==> config.mk <==
export PLATFORM = sky130hd
export DESIGN_NAME = fu_alu_pipe
export DESIGN_NICKNAME = d
export VERILOG_FILES = /design/src/rtl/fu_alu_pipe.sv
export SDC_FILE = /design/constraint.sdc
export NUM_CORES = 1
export LEC_CHECK = 0
export CORE_UTILIZATION = 40
export DETAILED_ROUTE_END_ITERATION = 6
export HOLD_SLACK_MARGIN = 0.15
export PLACE_DENSITY = 0.6
export SLEW_MARGIN = 20
export SYNTH_ARGS = -nofsm -noshare
export SYNTH_HDL_FRONTEND = slang
export SYNTH_SLANG_ARGS = --single-unit
==> constraint.sdc <==
create_clock -name clk -period 10.25 [get_ports clk]
set_input_delay 2.05 -clock clk [delete_from_list [all_inputs] [get_ports clk]]
set_output_delay 2.05 -clock clk [all_outputs]
set_load 0.02 [all_outputs]
==> src/rtl/fu_alu_pipe.sv <==
// fu_alu_pipe: RV32I integer ALU unit with a STAGES-deep result pipeline, CDB backpressure
// and selective flush of in-flight ops younger than a mispredicted branch.
module fu_alu_pipe #(
    parameter int XLEN   = 32,
    parameter int PREG_W = 7,
    parameter int ROB_W  = 5,
    parameter int STAGES = 2
) (
    input  logic              clk,
    input  logic              reset,
    input  logic              issue_valid,
    output logic              issue_ready,
    input  logic [6:0]        opcode,
    input  logic [2:0]        func3,
    input  logic [6:0]        func7,
    input  logic [XLEN-1:0]   imm,
    input  logic [XLEN-1:0]   pc,
    input  logic [XLEN-1:0]   ps1_data,
    input  logic [XLEN-1:0]   ps2_data,
    input  logic [PREG_W-1:0] pd,
    input  logic [ROB_W-1:0]  rob_index,
    input  logic [ROB_W-1:0]  curr_rob_tag,
    input  logic              mispredict,
    input  logic [ROB_W-1:0]  mispredict_tag,
    output logic              out_valid,
    input  logic              out_ready,
    output logic [PREG_W-1:0] out_pd,
    output logic [ROB_W-1:0]  out_rob,
    output logic [XLEN-1:0]   out_data
);
    localparam int SH_W = $clog2(XLEN);
    localparam logic [6:0] OPC_OP_IMM = 7'b0010011;
    localparam logic [6:0] OPC_OP     = 7'b0110011;
    localparam logic [6:0] OPC_LUI    = 7'b0110111;
    localparam logic [6:0] OPC_AUIPC  = 7'b0010111;

    typedef struct packed {
        logic              v;
        logic [PREG_W-1:0] pd;
        logic [ROB_W-1:0]  rob;
        logic [XLEN-1:0]   data;
    } ent_t;

    logic            is_op, is_opi, advance, unused_func7;
    logic [SH_W-1:0] shamt;
    logic [XLEN-1:0] op_b, sra, alu_res, res;
    ent_t            in_e;
    ent_t            src  [STAGES];
    ent_t            st_d [STAGES];
    ent_t            st_q [STAGES];

    assign is_op        = opcode == OPC_OP;
    assign is_opi       = opcode == OPC_OP_IMM;
    assign op_b         = is_op ? ps2_data : imm;
    assign shamt        = op_b[SH_W-1:0];
    assign sra          = $signed(ps1_data) >>> shamt;
    assign unused_func7 = ^{func7[6], func7[4:0]};

    always_comb begin
        case (func3)
            3'b000:  alu_res = (is_op && func7[5]) ? ps1_data - op_b : ps1_data + op_b;
            3'b001:  alu_res = ps1_data << shamt;
            3'b010:  alu_res = XLEN'($signed(ps1_data) < $signed(op_b));
            3'b011:  alu_res = XLEN'(ps1_data < op_b);
            3'b100:  alu_res = ps1_data ^ op_b;
            3'b101:  alu_res = func7[5] ? sra : ps1_data >> shamt;
            3'b110:  alu_res = ps1_data | op_b;
            default: alu_res = ps1_data & op_b;
        endcase
    end

    assign res = (is_op || is_opi)     ? alu_res :
                 (opcode == OPC_LUI)   ? imm :
                 (opcode == OPC_AUIPC) ? pc + imm : '0;

    // Entry lies strictly after the branch and before the ROB tail, modulo ROB size.
    function automatic logic hit(input logic [ROB_W-1:0] rob);
        logic [ROB_W-1:0] d, span;
        d    = rob - mispredict_tag;
        span = curr_rob_tag - mispredict_tag;
        return mispredict && d != '0 && d < span;
    endfunction

    assign advance     = !st_q[STAGES-1].v || out_ready;
    assign issue_ready = advance;
    assign in_e        = (issue_valid && advance) ?
                         ent_t'{v: 1'b1, pd: pd, rob: rob_index, data: res} : '0;
    assign src[0]      = in_e;

    for (genvar s = 1; s < STAGES; s++) begin : g_src
        assign src[s] = st_q[s-1];
    end

    always_comb begin
        for (int i = 0; i < STAGES; i++) begin
            st_d[i] = advance ? src[i] : st_q[i];
            if (hit(st_d[i].rob)) st_d[i] = '0;
        end
    end

    always_ff @(posedge clk or negedge reset) begin
        if (!reset) begin
            for (int i = 0; i < STAGES; i++) st_q[i] <= '0;
        end else begin
            st_q <= st_d;
        end
    end

    assign out_valid = st_q[STAGES-1].v;
    assign out_pd    = st_q[STAGES-1].pd;
    assign out_rob   = st_q[STAGES-1].rob;
    assign out_data  = st_q[STAGES-1].data;
endmodule

# Word-level counts from Yosys, hierarchy flattened
# Index checks and enable logic that the tools add are counted.
dict set report op_classes {
  mux 12
  eq_ne 10
  order_cmp 4
  addsub 6
  bitwise 3
  shift 3
  n_reduce_logical 14
}
# op count
set op_table {}
lappend op_table {{45-bit two-way mux} 5}
lappend op_table {{32-bit one-hot mux with 7 select lines} 1}
lappend op_table {{32-bit two-way mux} 6}
lappend op_table {{32-bit adder} 2}
lappend op_table {{32-bit < comparator} 2}
lappend op_table {{32-bit bitwise AND} 1}
lappend op_table {{32-bit bitwise OR} 1}
lappend op_table {{32-bit by 5-bit left shift with 32-bit output} 1}
lappend op_table {{32-bit by 5-bit >> shifter with 32-bit output} 1}
lappend op_table {{32-bit by 5-bit >>> shifter with 32-bit output} 1}
lappend op_table {{32-bit subtractor} 1}
lappend op_table {{32-bit bitwise XOR} 1}
lappend op_table {{5-bit subtractor} 3}
lappend op_table {{7-bit by 5-bit equality test with 1-bit output (second input constant)} 2}
lappend op_table {{7-bit by 6-bit equality test with 1-bit output (second input constant)} 2}
lappend op_table {{5-bit < comparator} 2}
lappend op_table {{5-bit nonzero test} 2}
lappend op_table {{3-bit equality test (second input constant)} 3}
lappend op_table {{3-bit by 2-bit equality test with 1-bit output (second input constant)} 2}
lappend op_table {{1-bit logical AND} 6}
lappend op_table {{2-bit nonzero test} 2}
lappend op_table {{3-bit by 1-bit equality test with 1-bit output (second input constant)} 1}
lappend op_table {{3-bit logical NOT} 1}
lappend op_table {{1-bit logical OR} 2}
lappend op_table {{1-bit logical NOT} 1}
dict set report word_totals {
  output_inout_bits 46
  register_bits 90
  word_cells 60
}

# Longest topological paths before layout
# Gate-level depths: netlist of run 1.
dict set report depth {
  word_depth 13
  ltp_mapped 23
  ltp_nobuf 20
}

# Least setup slack after synthesis of run 1
# Ideal clock, no wire load.
dict set report synth_path {
  path_kind {input -> register}
  startpoint {input port opcode[3]}
  endpoint {register st_q, in the netlist src[28]}
  cell_stages 20
  n_path_buf 4
  t_arrival_ps 5917
  setup_slack_ps 4212
  required_time_ps 10129
  cell_sequence {and3b_1 > buf_2 > nand3_1 > nand2_1 > buf_2 > buf_2 > buf_2 > ha_1 > inv_1 > fa_1 > nor2b_1 > o31a_1 > o211ai_1 > o211ai_1 > a21oi_1 > o311ai_0 > xor2_1 > a21oi_1 > o21ai_1 > a22o_1}
}
dict set report synth_via {
  elab_chain_len 9
}
# element line_no
set synth_rtl {}
lappend synth_rtl {{start: declaration} 13} ;# input logic [6:0] opcode,
lappend synth_rtl {{7-bit by 6-bit equality test with 1-bit output} 52} ;# assign is_op = opcode == OPC_OP;
lappend synth_rtl {{32-bit two-way mux} 54} ;# assign op_b = is_op ? ps2_data : imm;
lappend synth_rtl {{32-bit adder, or another cell as far along} 61} ;# 3'b000: alu_res = (is_op && func7[5]) ? ps1_data - op_b : ps1_data + op_b;
lappend synth_rtl {{32-bit two-way mux, on equally long branches} {61, 66}}
lappend synth_rtl {{32-bit one-hot mux with 7 select lines} 60} ;# case (func3)
lappend synth_rtl {{32-bit two-way mux (*)} 72} ;# assign res = (is_op || is_opi) ? alu_res :
lappend synth_rtl {{45-bit two-way mux (*)} 86} ;# assign in_e = (issue_valid && advance) ?
lappend synth_rtl {{45-bit two-way mux (*)} 96} ;# st_d[i] = advance ? src[i] : st_q[i];
lappend synth_rtl {{45-bit two-way mux (*)} 97} ;# if (hit(st_d[i].rob)) st_d[i] = '0;
lappend synth_rtl {{end signal: assignment} 105} ;# st_q <= st_d;
lappend synth_rtl {{end: declaration} 50} ;# ent_t st_q [STAGES];
# Mark *: on every way between the ends. The rest lies on a longest branch, timed or not. The select of a mux whose other input is x is not followed.
# A chain may end at the register's enable or synchronous reset.

# Worst setup path after layout of run 1
dict set report layout_path {
  startpoint {input port opcode[2]}
  endpoint {register st_q, in the netlist src[25]}
}
# Same word-level chain as after synthesis.

==> results.sh, run 1 <==
export IMPL_worst_r2r_endpoint="src[17]$_DFFE_PN0P_"
export IMPL_reg2reg_slack_ps=4640
export IMPL_maximum_fanout_along_the_worst_path=54
export IMPL_hold_path_end="src[18]$_DFFE_PN0P_"
export IMPL_grt_pass1_wl_mm=123.7
export IMPL_static_leakage_power_nw=8.124
export IMPL_worst_setup_hold_path_clk_slew_ps=70
export IMPL_synth_nets=2655
export IMPL_start_util_pct=41.03
export IMPL_worst_hold_startpoint="src[18]$_DFFE_PN0P_"
export IMPL_synth_warning_count=0
export IMPL_cts_post_setup_buffers_inserted=0
export IMPL_timing_hold_worst_class="reg -> reg"
export IMPL_timing_setup_tns_ps=0
export IMPL_grt_remaining_overflow=0
export IMPL_cts_hold_buf=0
export IMPL_postSynthAreaPerCell_sq_um=6.864
export IMPL_crit_chain="clkdlybuf4s50_1 > buf_4 > and4bb_1 > and3_1 > nor2_8 > inv_2 > ha_1 > o21ai_0 > and4bb_2 > nor2_1 > a21oi_1 > buf_4 > or4_1 > a21oi_1 > nand2_1 > nand2_1 > nor2_1 > o41ai_1"
export IMPL_detail_route_vias_per_cell=6.585
export IMPL_ios=218
export IMPL_worst_setup_path_end_kind="flop"
export IMPL_startpoint_type="input port"
export IMPL_relSlewSlack_pct=34.18
export IMPL_setup_viol_count_final=0
export IMPL_critical_path_slowest_cell="sky130_fd_sc_hd__nor2_8"
export IMPL_area_delta_synth_final_pct=17.93
export IMPL_placement_rows=72
export IMPL_remaining_drc_errors=0
export IMPL_ant_nets=0
export IMPL_ys_ff_latch=90
export IMPL_critical_path_s_largest_stage_delay_ps=760
export IMPL_port_buffers=211
export IMPL_kind_of_cell_adding_the_most_delay_to_the_critical_path="simple AND/OR/NAND/NOR gates"
export IMPL_period_share_pct=74.23
export IMPL_dp_final_hpwl_mm=68.20
export IMPL_cts_sinks=90
export IMPL_synth_top_cells_by_area="sky130_fd_sc_hd__dfrtp_1, sky130_fd_sc_hd__ha_1, sky130_fd_sc_hd__nand2_1, sky130_fd_sc_hd__a21oi_1, sky130_fd_sc_hd__o21ai_0"
export IMPL_ys_flop_type="sky130_fd_sc_hd__dfrtp_1"
export IMPL_synth_enable_flop_cells=0
export IMPL_syn_area_sq_mm=0.01604
export IMPL_rr_startpoint="out_valid$_DFFE_PN0P_"
export IMPL_drv_cap=0
export IMPL_worst_slack_ps=2642
export IMPL_synth_area_leader_cell="sky130_fd_sc_hd__dfrtp_1"
export IMPL_ys_top_cells_by_count="sky130_fd_sc_hd__nand2_1, sky130_fd_sc_hd__a21oi_1, sky130_fd_sc_hd__o21ai_0"
export IMPL_fmax_mhz=131.4
export IMPL_required_time_of_the_critical_path_ps=10440
export IMPL_wl_per_cell_um=28.51
export IMPL_transition_time_of_the_tightest_slew_check_pin_ps=982.8
export IMPL_fin_worst_hold_slack_ps=481.5
export IMPL_post_route_min_period_ps=7608
export IMPL_final_layout_fill_cell_count=4011
export IMPL_setup_worst_path_class="in -> reg"
export IMPL_synthArstFlopShare_pct=100.0
export IMPL_cp_data_arrival_time_ps=7800
export IMPL_clk_latency_ps=360
export IMPL_hold_viol=0
export IMPL_drt_first_pass_iters=6
export IMPL_dieHeight_um=202.3
export IMPL_design_final_nets=2779
export IMPL_design_die_area_sq_mm=0.04091
export IMPL_grt_use_total_pct=40.46
export IMPL_seq_area_frac_synth_pct=14.04
export IMPL_cts_buffers_inserted=9
export IMPL_synth_most_common_cell="sky130_fd_sc_hd__nand2_1"
export IMPL_netlist_cell_type_count=91
export IMPL_post_synth_inst_count=2337
export IMPL_final_core_util_pct=48.39
export IMPL_worst_case_reg_to_reg_path_depth=21
export IMPL_routed_via_count=19650
export IMPL_first_global_vias=18450
export IMPL_initial_antenna_violation_count=2
export IMPL_clock_tree_root_cell="sky130_fd_sc_hd__clkbuf_16"
export IMPL_post_place_ws_ps=2512
export IMPL_hold_path_depth=2
export IMPL_grt_start_max_net_pins=64
export IMPL_cts_tree="built"
export IMPL_result_of_the_run="complete, no violations"
export IMPL_drt_iter0_markers=2254
export IMPL_floorplan_die_width_um=202.3
export IMPL_cts_path_max_buffers=2
export IMPL_post_synth_top_area_fraction_pct=14.04
export IMPL_slew_violations=0
export IMPL_gpl_final_weighted_congestion=1.062
export IMPL_post_route_cells_drive_above_1_share_pct=5.233
export IMPL_cp_num_buf_inv=4
export IMPL_htree_levels=3
export IMPL_pwr_density_cell_mw_per_mm2=102.8
export IMPL_coreArea_sq_mm=0.03910
export IMPL_skew_ps=10.63
export IMPL_worst_ir_drop_vdd_v=0.0001010
export IMPL_power_mw=1.945
export IMPL_drt_total_wl_mm=85.06
export IMPL_cts_repair_resize_count=0
export IMPL_grt_setup_unrepaired="no"
[final cells by class]
cell class              count  area, sq um  share of cell area [%]
multi-input cells        1960        12700                   67.11
repair buffers            260         2467                   13.04
flip-flops and latches     90         2252                   11.90
well taps                 518        648.1                   3.426
inverters                 140        525.5                   2.778
clock buffers              11        252.7                   1.336
clock inverters             4        73.82                  0.3902
diodes                      1        2.502                 0.01323
[report_power, final]
group / internal (mW) / leakage, nW / switching (mW)
clock network: 0.226 / 0.162 / 0.145
logic: 0.409 / 6.72 / 0.753
registers: 0.391 / 1.24 / 0.0202
total: 1.03 / 8.12 / 0.919
[worst max path at each step]
stage | start | end | slack, ps | depth (start not counted)
global route | out_ready | src[29]$_DFFE_PN0P_ | 2380 | 23
CTS | opcode[2] | src[25]$_DFFE_PN0P_ | 2850 | 18
detailed placement | opcode[2] | src[25]$_DFFE_PN0P_ | 2510 | 18
finish | opcode[2] | src[25]$_DFFE_PN0P_ | 2640 | 18
floorplan | opcode[3] | src[28]$_DFFE_PN0P_ | 4210 | 20
global placement | opcode[2] | src[25]$_DFFE_PN0P_ | 2480 | 16
[worst register-to-register path, cell delays in order (launching register included)]
cell and delay, ps:
sky130_fd_sc_hd__dfrtp_1 370, sky130_fd_sc_hd__nor2b_4 140, sky130_fd_sc_hd__buf_4 460, sky130_fd_sc_hd__inv_1 140, sky130_fd_sc_hd__buf_4 320, sky130_fd_sc_hd__and3_1 270, sky130_fd_sc_hd__a21oi_1 180, sky130_fd_sc_hd__inv_1 70
sky130_fd_sc_hd__ha_1 320, sky130_fd_sc_hd__inv_1 50, sky130_fd_sc_hd__o21ai_0 170, sky130_fd_sc_hd__a21oi_1 100, sky130_fd_sc_hd__xnor2_1 470, sky130_fd_sc_hd__ha_1 340, sky130_fd_sc_hd__o21a_1 140, sky130_fd_sc_hd__a31oi_1 270
sky130_fd_sc_hd__o21ai_4 100, sky130_fd_sc_hd__buf_4 250, sky130_fd_sc_hd__a221oi_1 620, sky130_fd_sc_hd__o221ai_1 270, sky130_fd_sc_hd__o21bai_1 280, sky130_fd_sc_hd__o31ai_1 150
[metrics by stage]
step,instances,cell area (sq um)
CTS,2983,18920
finish,2984,18920
floorplan,2337,16040
global route,2983,18920
global placement,2968,18590
detailed placement,2968,18590
[cell families after synthesis]
kind of cell               after synthesis  share of synthesized area (%)
adders and majority gates              146                          11.62
buffers and inverters                  287                          7.183
AOI/OAI and AO/OA                      852                          34.40
DFF                                     90                          14.04
muxes                                  100                          6.856
xor gates and xnor gates                64                          3.494
and+or+nand+nor                        798                          22.41
[placed cells by master (no fill, tap or decap), drive strengths merged, types with 34 or more instances in the layout]
master and n:
a21o 44, ha 141, nor2 176, mux2i 84, a31oi 41, buf 52
o21ai 201, dfrtp 90, xnor2 44, inv 139, nor3 38, nand2 366
nand3 74, a21oi 227, o211ai 46, o31ai 34, clkdlybuf4s50 208
[registers in the layout, summed over array words and instances (netlist names)]
register / flops
out_data: 32
out_pd: 7
out_rob: 5
out_valid: 1
src: 45
[per-layer routing]
layer / vias to the layer above / global-route usage, % / part of all wire [%] / routed length [um]
li1: 8794 / - / - / -
met2: 1252 / 60.97 / 42 / 35750
met4: 2 / 18.85 / 5.3 / 4483
met1: 9378 / 54.08 / 41 / 35030
met5: - / 0 / 0.015 / 13
met3: 225 / 9.803 / 12 / 9790
Power figures use the tool's default switching activity.
==> inputs of run 2 (changes only) <==
Clock period 10.25 ns to 7.6 ns, I/O delays scaled along.
==> run 2 against run 1 <==
Net effect:
- core utilization is essentially flat
- worst setup slack worse by 1600 ps
- combinational power increased by 37%
- highest routed layer is now met4
- sequential cell count unchanged
- count of clock-buffer cells in the layout is 2 lower
- critical path type unchanged
- final area barely moved
- non-clock buffer count grew 3
==> results.sh, run 2 (same netlist as run 1, synthesis figures left out) <==
export IMPL_seqPwrFrac_pct=20.9
export IMPL_power_mw=2.649
export IMPL_post_route_min_period_ps=6550
export IMPL_layout_common_cells="sky130_fd_sc_hd__nand2_1, sky130_fd_sc_hd__a21oi_1, sky130_fd_sc_hd__clkdlybuf4s50_1"
export IMPL_power_report_internal_total_mw=1.375
export IMPL_clk_latency_ps=360
export IMPL_worst_setup_path_end_kind="flop"
export IMPL_grt_pass1_wl_mm=125.6
export IMPL_coreArea_sq_mm=0.03910
export IMPL_grt_use_total_pct=41.27
export IMPL_final_layout_fill_cell_count=4044
export IMPL_clock_power_share_pct=19.0
export IMPL_transition_time_of_the_tightest_slew_check_pin_ps=1192
export IMPL_static_leakage_power_nw=8.126
export IMPL_dpl_instance_area_sq_mm=0.01860
export IMPL_reg2reg_slack_ps=2420
export IMPL_critPathLaunch="opcode[2]"
export IMPL_setup_viol_count_final=0
export IMPL_worst_r2r_endpoint="src[16]$_DFFE_PN0P_"
export IMPL_rr_startpoint="out_valid$_DFFE_PN0P_"
export IMPL_first_global_vias=18400
export IMPL_required_time_of_the_critical_path_ps=7860
export IMPL_crit_chain="clkdlybuf4s50_1 > and4bb_1 > nand2_1 > nand2_1 > nand2_1 > inv_1 > ha_1 > nor2_1 > nand2_1 > nor2_1 > nand3_1 > a21oi_1 > nor2_1 > a2111oi_0 > nor2_1 > o41ai_1"
export IMPL_placement_rows=72
export IMPL_timing_hold_worst_class="reg -> reg"
export IMPL_period_share_pct=86.18
export IMPL_htree_levels=3
export IMPL_grt_start_max_net_pins=60
export IMPL_worst_setup_hold_path_clk_slew_ps=80
export IMPL_design_die_area_sq_mm=0.04091
export IMPL_drt_first_pass_iters=6
export IMPL_hold_viol=0
export IMPL_startpoint_type="input port"
export IMPL_worst_ir_drop_vdd_v=0.0001043
export IMPL_post_place_cells=2971
export IMPL_ant_nets=0
export IMPL_destination_of_the_critical_timing_path="src[25]$_DFFE_PN0P_"
export IMPL_area_delta_synth_final_pct=18.02
export IMPL_final_seq_area_sq_mm=0.002252
export IMPL_detail_route_vias_per_cell=6.603
export IMPL_post_place_ws_ps=912.8
export IMPL_grt_setup_unrepaired="no"
export IMPL_cts_hold_buf=0
export IMPL_gpl_final_weighted_congestion=1.101
export IMPL_layout_cells_most_common="sky130_fd_sc_hd__nand2_1"
export IMPL_relSlewSlack_pct=19.72
export IMPL_largest_register_ff_count=45
export IMPL_critical_path_slowest_cell="sky130_fd_sc_hd__a2111oi_0"
export IMPL_cp_data_arrival_time_ps=6810
export IMPL_cts_repair_resize_count=0
export IMPL_design_area_sq_mm=0.01893
export IMPL_multiInputGateArea_sq_mm=0.01269
export IMPL_dp_final_hpwl_mm=68.93
export IMPL_start_util_pct=41.03
export IMPL_worst_case_reg_to_reg_path_depth=19
export IMPL_remaining_drc_errors=0
export IMPL_maximum_fanout_along_the_worst_path=13
export IMPL_cts_buffers_inserted=9
export IMPL_slew_violations=0
export IMPL_critical_path_s_largest_stage_delay_ps=680
export IMPL_fmax_mhz=152.7
export IMPL_port_buffers=211
export IMPL_pwr_density_cell_mw_per_mm2=139.9
export IMPL_initial_antenna_violation_count=1
export IMPL_setup_worst_path_class="in -> reg"
export IMPL_switching_power_mw=1.274
export IMPL_share_comb_of_total_power_pct=60.1
export IMPL_worst_slack_ps=1050
export IMPL_netSwitchingFraction_pct=48.09
export IMPL_drv_cap=0
export IMPL_drt_total_wl_mm=86.66
export IMPL_cts_path_max_buffers=2
export IMPL_timing_setup_tns_ps=0
export IMPL_result_of_the_run="complete, no violations"
export IMPL_skew_ps=20.51
export IMPL_post_route_cells_drive_above_1_share_pct=5.387
export IMPL_clock_tree_root_cell="sky130_fd_sc_hd__clkbuf_16"
export IMPL_ios=218
export IMPL_stdcell_count=2988
export IMPL_dieHeight_um=202.3
export IMPL_wl_per_cell_um=29.00
export IMPL_cts_sinks=90
export IMPL_cts_post_setup_buffers_inserted=0
export IMPL_grt_remaining_overflow=0
export IMPL_floorplan_die_width_um=202.3
export IMPL_design_final_nets=2782
export IMPL_cts_tree="built"
export IMPL_routed_via_count=19730
export IMPL_drt_iter0_markers=2539
-- run 2: cell count changes in the layout (fill, tap and decap cells not counted), sizes merged --
cell and change:
buf +3, clkbuf -2, clkinvlp +2, inv +1
-- run 2: routing by layer --
| layer | vias to the layer above | track usage, % | wire [um] |
|---|---|---|---|
| met5 | - | 0 | 0 |
| li1 | 8790 | - | - |
| met3 | 196 | 10.50 | 10000 |
| met1 | 9507 | 54.70 | 35470 |
| met2 | 1237 | 63.52 | 37340 |
| met4 | 0 | 16.68 | 3842 |
-- run 2: worst min-delay path by stage --
stage                   startpoint  cells after the start                  end  slack [ps]
3_5_place_dp   src[44]$_DFFE_PN0P_                      1  src[44]$_DFFE_PN0P_         480
4_1_cts        src[44]$_DFFE_PN0P_                      1  src[44]$_DFFE_PN0P_         490
6_report       src[44]$_DFFE_PN0P_                      1  src[44]$_DFFE_PN0P_         490
5_1_grt         src[7]$_DFFE_PN0P_                      1   src[7]$_DFFE_PN0P_         530
3_3_place_gp   src[44]$_DFFE_PN0P_                      1  src[44]$_DFFE_PN0P_         460
2_1_floorplan  src[18]$_DFFE_PN0P_                      2  src[18]$_DFFE_PN0P_         450
-- run 2: critical path: cells and delay by family --
kind,cells,cell delay [ps]
buffers and inverters,2,640
adder cells (fa/ha/maj),1,370
AO/OA/AOI/OAI,3,1140
AND/OR/NAND/NOR,10,3110
-- run 2: layout make-up --
class                           instances  share of cell area, %
Multi-Input combinational cell       1960                  67.02
Timing Repair Buffer                  263                  13.15
Sequential cell                        90                  11.90
Tap cell                              518                  3.423
Inverter                              140                  2.776
Clock buffer                            9                  1.190
Clock inverter                          7                 0.5287
Antenna cell                            1                0.01322
-- run 2: through the flow --
step                      utilization [%]  hold slack [ps]
after global placement              47.58            461.9
after floorplan                         -            448.4
after global routing                48.42            530.2
final                               48.42            486.5
after detailed placement            47.58            475.7
after CTS                           48.42            490.4
-- run 2: power groups by stage --
stage	sequential [mW]	combinational, mW	clock, mW
after floorplan	0.591	0.907	0
after global placement	0.561	1.52	0
after detailed placement	0.564	1.54	0
after CTS	0.554	1.55	0.507
after global routing	0.561	1.69	0.522
final	0.555	1.59	0.503
